--- src/rtl/atomic_mem_unit.sv ---
// Atomic memory unit for RV32A.
// Runs the read-modify-write sequence of an AMO, LR or SC on a single data-memory port.
// It also holds the one LR/SC reservation.
// The pipeline stalls while busy is high.
//
// Ports:
//   clk, reset         rising-edge clock, synchronous active-high reset
//   start              request strobe, accepted only while idle
//   alu_control        ALU_* op code, sampled with start
//   addr, rs2_data     rs1 address and operand/store data, sampled with start
//   resv_clear         external write hit the reserved word; kills the reservation
//   busy, done         busy from the cycle after accept through the done cycle; done is a pulse
//   rd_data            old memory value (AMO/LR); 0 = SC success, 1 = SC fail
//   mem_req, mem_we    memory request (held until mem_ready) and write enable
//   mem_addr           word-aligned address
//   mem_wdata          write data
//   mem_rdata          read data
//   mem_ready          completes the current request in the same cycle
module atomic_mem_unit #(
  parameter int unsigned XLEN   = 32,
  parameter int unsigned ADDR_W = 32
) (
  input  logic              clk,
  input  logic              reset,
  input  logic              start,
  input  logic [3:0]        alu_control,
  input  logic [ADDR_W-1:0] addr,
  input  logic [XLEN-1:0]   rs2_data,
  input  logic              resv_clear,
  output logic              busy,
  output logic              done,
  output logic [XLEN-1:0]   rd_data,
  output logic              mem_req,
  output logic              mem_we,
  output logic [ADDR_W-1:0] mem_addr,
  output logic [XLEN-1:0]   mem_wdata,
  input  logic [XLEN-1:0]   mem_rdata,
  input  logic              mem_ready
);

  localparam logic [3:0] ALU_SWAP = 4'd0;
  localparam logic [3:0] ALU_ADD  = 4'd1;
  localparam logic [3:0] ALU_AND  = 4'd2;
  localparam logic [3:0] ALU_OR   = 4'd3;
  localparam logic [3:0] ALU_XOR  = 4'd4;
  localparam logic [3:0] ALU_MIN  = 4'd5;
  localparam logic [3:0] ALU_MAX  = 4'd6;
  localparam logic [3:0] ALU_LR   = 4'd7;
  localparam logic [3:0] ALU_SC   = 4'd8;

  typedef enum logic [1:0] {StIdle, StRead, StWrite, StDone} state_e;

  state_e            state_q;
  logic [3:0]        op_q;
  logic [ADDR_W-1:0] addr_q;
  logic [XLEN-1:0]   rs2_q;
  logic              resv_valid;
  logic [ADDR_W-1:0] resv_addr;

  logic [ADDR_W-1:0] word_addr;
  logic [XLEN-1:0]   amo_sum;
  logic [XLEN-1:0]   amo_result;
  logic              unused_addr_lsb;

  assign word_addr       = {addr[ADDR_W-1:2], 2'b00};
  assign unused_addr_lsb = ^addr[1:0];
  assign amo_sum         = mem_rdata + rs2_q;

  // New memory value, computed from the read data in the cycle the read completes.
  always_comb begin
    amo_result = amo_sum;
    case (op_q)
      ALU_SWAP: amo_result = rs2_q;
      ALU_ADD:  amo_result = amo_sum;
      ALU_AND:  amo_result = mem_rdata & rs2_q;
      ALU_OR:   amo_result = mem_rdata | rs2_q;
      ALU_XOR:  amo_result = mem_rdata ^ rs2_q;
      ALU_MIN:  amo_result = ($signed(mem_rdata) < $signed(rs2_q)) ? mem_rdata : rs2_q;
      ALU_MAX:  amo_result = ($signed(mem_rdata) > $signed(rs2_q)) ? mem_rdata : rs2_q;
      default:  amo_result = amo_sum;
    endcase
  end

  always_ff @(posedge clk) begin
    if (reset) begin
      state_q    <= StIdle;
      op_q       <= 4'd0;
      addr_q     <= '0;
      rs2_q      <= '0;
      busy       <= 1'b0;
      done       <= 1'b0;
      rd_data    <= '0;
      mem_req    <= 1'b0;
      mem_we     <= 1'b0;
      mem_addr   <= '0;
      mem_wdata  <= '0;
      resv_valid <= 1'b0;
      resv_addr  <= '0;
    end else begin
      done <= 1'b0;
      case (state_q)
        StIdle: begin
          if (start) begin
            op_q     <= alu_control;
            addr_q   <= word_addr;
            rs2_q    <= rs2_data;
            mem_addr <= word_addr;
            busy     <= 1'b1;
            if (alu_control == ALU_SC) begin
              resv_valid <= 1'b0;
              if (resv_valid && (resv_addr == word_addr)) begin
                state_q   <= StWrite;
                mem_req   <= 1'b1;
                mem_we    <= 1'b1;
                mem_wdata <= rs2_data;
              end else begin
                // Failed SC never touches memory.
                state_q <= StDone;
                done    <= 1'b1;
                rd_data <= XLEN'(1);
              end
            end else begin
              state_q <= StRead;
              mem_req <= 1'b1;
              mem_we  <= 1'b0;
            end
          end
        end
        StRead: begin
          if (mem_ready) begin
            rd_data <= mem_rdata;
            if (op_q == ALU_LR) begin
              state_q    <= StDone;
              mem_req    <= 1'b0;
              done       <= 1'b1;
              resv_valid <= 1'b1;
              resv_addr  <= addr_q;
            end else begin
              state_q   <= StWrite;
              mem_we    <= 1'b1;
              mem_wdata <= amo_result;
            end
          end
        end
        StWrite: begin
          if (mem_ready) begin
            state_q <= StDone;
            mem_req <= 1'b0;
            mem_we  <= 1'b0;
            done    <= 1'b1;
            if (op_q == ALU_SC) begin
              rd_data <= '0;
            end else if (resv_addr == addr_q) begin
              resv_valid <= 1'b0;
            end
          end
        end
        StDone: begin
          state_q <= StIdle;
          busy    <= 1'b0;
        end
        default: state_q <= StIdle;
      endcase
      // Last assignment so an external clear beats an LR completing in the same cycle.
      if (resv_clear) resv_valid <= 1'b0;
    end
  end

endmodule

--- config.mk ---
export PLATFORM = sky130hd
export DESIGN_NAME = atomic_mem_unit
export DESIGN_NICKNAME = d
export VERILOG_FILES = /design/src/rtl/atomic_mem_unit.sv
export SDC_FILE = /design/constraint.sdc
export NUM_CORES = 1
export LEC_CHECK = 0
export BUFFER_PORTS_ARGS = -buffer_cell sky130_fd_sc_hd__buf_2
export CAP_MARGIN = 15
export CELL_PAD_IN_SITES_DETAIL_PLACEMENT = 1
export CELL_PAD_IN_SITES_GLOBAL_PLACEMENT = 1
export CORE_ASPECT_RATIO = 1.1
export CORE_MARGIN = 4
export CORE_UTILIZATION = 42
export CTS_CLUSTER_DIAMETER = 30
export DETAILED_ROUTE_END_ITERATION = 8
export PLACE_DENSITY_LB_ADDON = 0.1
export SETUP_SLACK_MARGIN = 0.1
export SYNTH_ARGS = -nofsm -noshare
export SYNTH_HDL_FRONTEND = slang
export SYNTH_SLANG_ARGS = --single-unit
--- constraint.sdc ---
create_clock -name clk -period 4 [get_ports clk]
set_clock_uncertainty 0.05 [all_clocks]
set_input_delay 0.8 -clock clk [delete_from_list [all_inputs] [get_ports clk]]
set_output_delay 0.8 -clock clk [all_outputs]
set_load 0.02 [all_outputs]
# Word-level counts from Yosys, hierarchy flattened
# Index checks and enable logic that the tools add are counted.
# word_totals
regBits	167
input_bits	105
word_cells	111
# classes
addsub	1
order_cmp	2
n_eq_ne	25
n_mux	52
bitwise_logic	3
reduce_logical	16
# op_table
op	count
two-way mux 32 bit	13
case mux 32 bit (6 select lines)	1
case mux 32 bit (3 select lines)	1
case mux 32 bit (2 select lines)	1
equality test 30 bit	2
adder 32 bit	1
bitwise AND 32 bit	1
> comparator 32 bit	1
< comparator 32 bit	1
bitwise OR 32 bit	1
XOR 32 bit	1
two-way mux 1 bit	26
!= test 2 bit (second input constant)	11
AND reduction 6 bit	3
equality test 4 x 3 -> 1 bit (second input constant)	4
case mux 1 bit (3 select lines)	4
equality test 4 x 2 -> 1 bit (second input constant)	2
equality test 4 bit (second input constant)	2
two-way mux 2 bit	4
case mux 2 bit (4 select lines)	1
AND reduction 8 bit	1
AND reduction 7 bit	1
AND reduction 3 bit	2
equality test 2 bit (second input constant)	2
10 further kinds	12

# Depth between registers and ports, before layout
# logic_depth
ltp_word	6
depth_mapped	15
mapped_depth_nobuf	13

# Worst setup path before layout
# OpenSTA, ideal clock, no wires.
# synth_timing
kind	input port to flip-flop
start	in mem_rdata[23]
end	reg mem_wdata[5]
setup_time_ps	134
arrival_time_ps	3239
t_required_ps	3816
path_slack_ps	577
path_stages	13
n_path_buf	2
cell_sequence	inv_1 ha_1 buf_6 or4_4 a21oi_2 o311ai_1 a21bo_2 o21ai_4 buf_8 mux2i_1 nor2_1 a2111oi_0 o41ai_1
# synth_via
elab_chain_cells	6
# synth_rtl
element	line_no	source
from (decl)	37	input logic [XLEN-1:0] mem_rdata,
> comparator 32 bit or < comparator 32 bit (tied branches)	79, 78	
two-way mux 32 bit, on equally long branches	79, 78	
case mux 32 bit (6 select lines) *	72	case (op_q)
two-way mux 32 bit *	132	if (op_q == ALU_LR) begin
two-way mux 32 bit *	130	if (mem_ready) begin
case mux 32 bit (2 select lines) *	101	case (state_q)
to (signal assigned)	115	mem_wdata <= rs2_data;
to (signal assigned)	141	mem_wdata <= amo_result;
to (decl)	36	output logic [XLEN-1:0] mem_wdata,
# Mark *: on every way between the ends. The rest lies on a longest branch, timed or not. The select of a mux whose other input is x is not followed.
# A chain may end at the register's enable or synchronous reset.

# Worst setup path in the final report
# layout_timing
start	reg rs2_q[19]
end	reg mem_wdata[20]
# layout_via
elab_chain_cells	6
# layout_rtl
element	line_no	source
from (decl)	56	logic [XLEN-1:0] rs2_q;
from (signal assigned)	106	rs2_q <= rs2_data;
> comparator 32 bit or < comparator 32 bit (tied branches)	79, 78	
two-way mux 32 bit, on equally long branches	79, 78	
case mux 32 bit (6 select lines) *	72	
two-way mux 32 bit *	132	
two-way mux 32 bit *	130	
case mux 32 bit (2 select lines) *	101	
# Marks and branches as above.

==> impl_metrics.env <==
export IMPL_setup_total_negative_slack_ps=0
export IMPL_ant_nets=0
export IMPL_worst_path_arrival_time_ps=4090
export IMPL_synth_yosys_warnings=0
export IMPL_core_area_um2=28710
export IMPL_max_freq_ghz=0.2665
export IMPL_grt_first_pass_wirelength_um=82080
export IMPL_synth_seq_cells=167
export IMPL_cts_setup_buffers=0
export IMPL_die_w_um=170.8
export IMPL_drive_above_1_share_pct=21.56
export IMPL_remaining_drc_errors=0
export IMPL_clkLatencyLatePin_ps=440
export IMPL_setup_violations_final=0
export IMPL_ios=205
export IMPL_proportion_of_netlist_area_held_by_the_largest_area_contributor_pct=27.30
export IMPL_num_nets_final=2114
export IMPL_first_iter_violations=960
export IMPL_placed_cells=2257
export IMPL_power_per_cell_area_nw_per_um2=407.3
export IMPL_post_drt_wl_per_cell_um=23.23
export IMPL_cts_resized=0
export IMPL_initial_core_utilization_pct=42.66
export IMPL_worstHoldPathType="flip-flop to flip-flop"
export IMPL_final_common_cell="sky130_fd_sc_hd__nand2_1"
export IMPL_detail_route_vias_per_cell=5.987
export IMPL_postCtsHoldBufs=0
export IMPL_run_status="complete, no violations"
export IMPL_antenna_cells_inserted=0
export IMPL_finalInstanceArea_um2=14930
export IMPL_detail_placement_hpwl_um=39780
export IMPL_clk_root_buffer_cell="sky130_fd_sc_hd__clkbuf_16"
export IMPL_filler_cell_count=3709
export IMPL_ys_seq_area_share_pct=27.30
export IMPL_yosysUniqueCellTypes=78
export IMPL_cts_max_level=4
export IMPL_layoutNonFillerInstCount=2288
export IMPL_design_die_area_um2=31960
export IMPL_synthFlopType="sky130_fd_sc_hd__dfxtp_1"
export IMPL_max_cap_violations=0
export IMPL_tightest_slew_ps=937.2
export IMPL_track_usage_pct=32.57
export IMPL_route_final_wire_length_um=53160
export IMPL_power_share_switching_pct=41.50
export IMPL_startpoint_type="flip-flop"
export IMPL_criticalPathCategory="flip-flop to flip-flop"
export IMPL_slew_headroom_pct=37.52
export IMPL_final_critical_delay_including_setup_and_external_delays_ps=3753
export IMPL_grt_antenna_before_repair=5
export IMPL_first_global_vias=14469
export IMPL_power_combinational_fraction_pct=40.9
export IMPL_internal_power_w=0.003557
export IMPL_tritoncts="done"
export IMPL_area_growth_syn_to_layout_pct=21.91
export IMPL_slew_violations=0
export IMPL_dr_total_vias=13698
export IMPL_post_synth_cell_area_avg_um2=7.374
export IMPL_synth_async_sr_flop_share_pct=0
export IMPL_synth_edff_count=0
export IMPL_critPathCaptureType="flip-flop"
export IMPL_site_row_count=65
export IMPL_clock_transition_at_the_register_clock_pins_on_the_worst_setup_and_hold_paths_after_cts_ps=70
export IMPL_cts_sinks=167
export IMPL_power_share_clock_pct=27.5
export IMPL_irDropWorstVdd_mv=0.2459
export IMPL_drt_pass1_iter_count=7
export IMPL_number_of_cts_inserted_buffers=17
export IMPL_synth_top_cells_by_area="sky130_fd_sc_hd__dfxtp_1, sky130_fd_sc_hd__ha_1, sky130_fd_sc_hd__a21oi_1"
export IMPL_finalHoldWorstSlack_ps=401.7
export IMPL_global_route_overflow_total=0
export IMPL_chipHeight_um=187.1
export IMPL_max_clock_path_buffers=2
export IMPL_netSwitchingPower_w=0.002524
export IMPL_synthesis_area_um2=12250
export IMPL_leakagePower_nw=6.402
export IMPL_dpl_instance_area_um2=14360
export IMPL_report_final_hold_viol_count=0
export IMPL_grt_max_degree=104
export IMPL_crit_fanout=6
export IMPL_critical_path_required_ps=4340
export IMPL_portBuffers=200
export IMPL_gp_congestion=0.9752
export IMPL_post_synth_top_area_cell="sky130_fd_sc_hd__dfxtp_1"
export IMPL_netlist_instances=1661
export IMPL_power_share_sequential_pct=31.7
export IMPL_final_period_utilization_pct=93.82
export IMPL_rsz_0062_raised_after_global_routing="false"
export IMPL_final_cell_mix="sky130_fd_sc_hd__nand2_1, sky130_fd_sc_hd__a21oi_1, sky130_fd_sc_hd__buf_2, sky130_fd_sc_hd__dfxtp_1, sky130_fd_sc_hd__buf_4"
[power groups by stage]
stage | Combinational, W | Sequential (W) | Clock (W)
global route | 0.00269 | 0.00194 | 0.00177
global placement | 0.00239 | 0.00195 | 0
detailed placement | 0.00244 | 0.00196 | 0
CTS | 0.00246 | 0.00192 | 0.00170
finish | 0.00249 | 0.00193 | 0.00167
floorplan | 0.00138 | 0.00203 | 0
[area by class of cell]
cell class / count / area, µm² / share of cell area, %
tap: 368 / 460.4 / 3.084
timing repair buffer: 344 / 2138 / 14.32
clock inverter: 13 / 136.4 / 0.9134
multi-input combinational: 1283 / 8058 / 53.96
sequential: 167 / 3343 / 22.39
clock buffer: 18 / 439.2 / 2.941
inverter: 95 / 356.6 / 2.388
[sequential cells by signal, summed over array words and instances, names as in the netlist, 2 cells and up]
register,flops
op_q,4
rs2_q,32
resv_addr,30
rd_data,32
state_q,2
mem_wdata,32
mem_addr,30
[path summary, 6_finish.rpt]
kind                             startpoint            end  slack [ps]  cells after the start
worst min register to register  rd_data[26]    rd_data[26]         400                      2
worst min-delay path            rd_data[26]    rd_data[26]         400                      2
worst max register to register    rs2_q[19]  mem_wdata[20]         250                     14
worst max-delay path              rs2_q[19]  mem_wdata[20]         250                     14
[cell families after synthesis]
| group | Yosys count | share of synthesized area (%) |
|---|---|---|
| compound gates | 514 | 26.21 |
| mux | 41 | 3.351 |
| fa+ha+maj | 101 | 10.38 |
| other cells | 1 | 0.03062 |
| flops | 167 | 27.30 |
| buf+inv | 212 | 7.192 |
| simple gates | 551 | 20.25 |
| xor+xnor | 74 | 5.292 |
[synthesized netlist by cell type (all sizes together) (10+ instances only)]
cell / number
nor3: 23
o22ai: 13
buf: 30
o21ai: 90
nor2: 76
a21oi: 245
inv: 95
nor4: 15
nand3: 75
and3: 11
nand3b: 10
nand2b: 10
dfxtp: 167
clkbuf: 87
nand4: 17
nand2: 287
a221oi: 15
a21o: 11
ha: 100
xnor2: 52
a211oi: 14
o41ai: 13
mux2i: 41
xor2: 22
o211ai: 20
[metrics by stage]
step / total power (W) / utilization, % / setup WS, ps
floorplan: 0.003416 / - / 577.5
global placement: 0.004341 / 50.01 / -3.843
detailed placement: 0.004402 / 50.01 / -51.74
CTS: 0.006080 / 52.01 / 324.9
global route: 0.006407 / 52.01 / 167.7
finish: 0.006081 / 52.01 / 247.2
[critical path, cell delays in order, from the launching register on]
cell and delay, ps:
sky130_fd_sc_hd__dfxtp_1 410, sky130_fd_sc_hd__inv_1 100, sky130_fd_sc_hd__ha_1 420, sky130_fd_sc_hd__inv_1 70
sky130_fd_sc_hd__a21oi_1 340, sky130_fd_sc_hd__a21oi_2 100, sky130_fd_sc_hd__o311ai_1 280, sky130_fd_sc_hd__buf_4 200
sky130_fd_sc_hd__nand3_1 180, sky130_fd_sc_hd__o21ai_4 340, sky130_fd_sc_hd__buf_4 260, sky130_fd_sc_hd__mux2i_1 220
sky130_fd_sc_hd__a221oi_1 120, sky130_fd_sc_hd__a311oi_1 370, sky130_fd_sc_hd__o221a_1 240
[per-layer routing]
| layer | vias up | wire, µm | share of wire, % | track usage, % |
|---|---|---|---|---|
| li1 | 6352 | - | - | - |
| met1 | 6760 | 20820 | 39 | 37.74 |
| met2 | 453 | 26710 | 50 | 57.97 |
| met3 | 123 | 3190 | 6.0 | 6.362 |
| met4 | 10 | 2355 | 4.4 | 13.78 |
| met5 | - | 82 | 0.15 | 0 |
(Power assumes the default switching activity.)
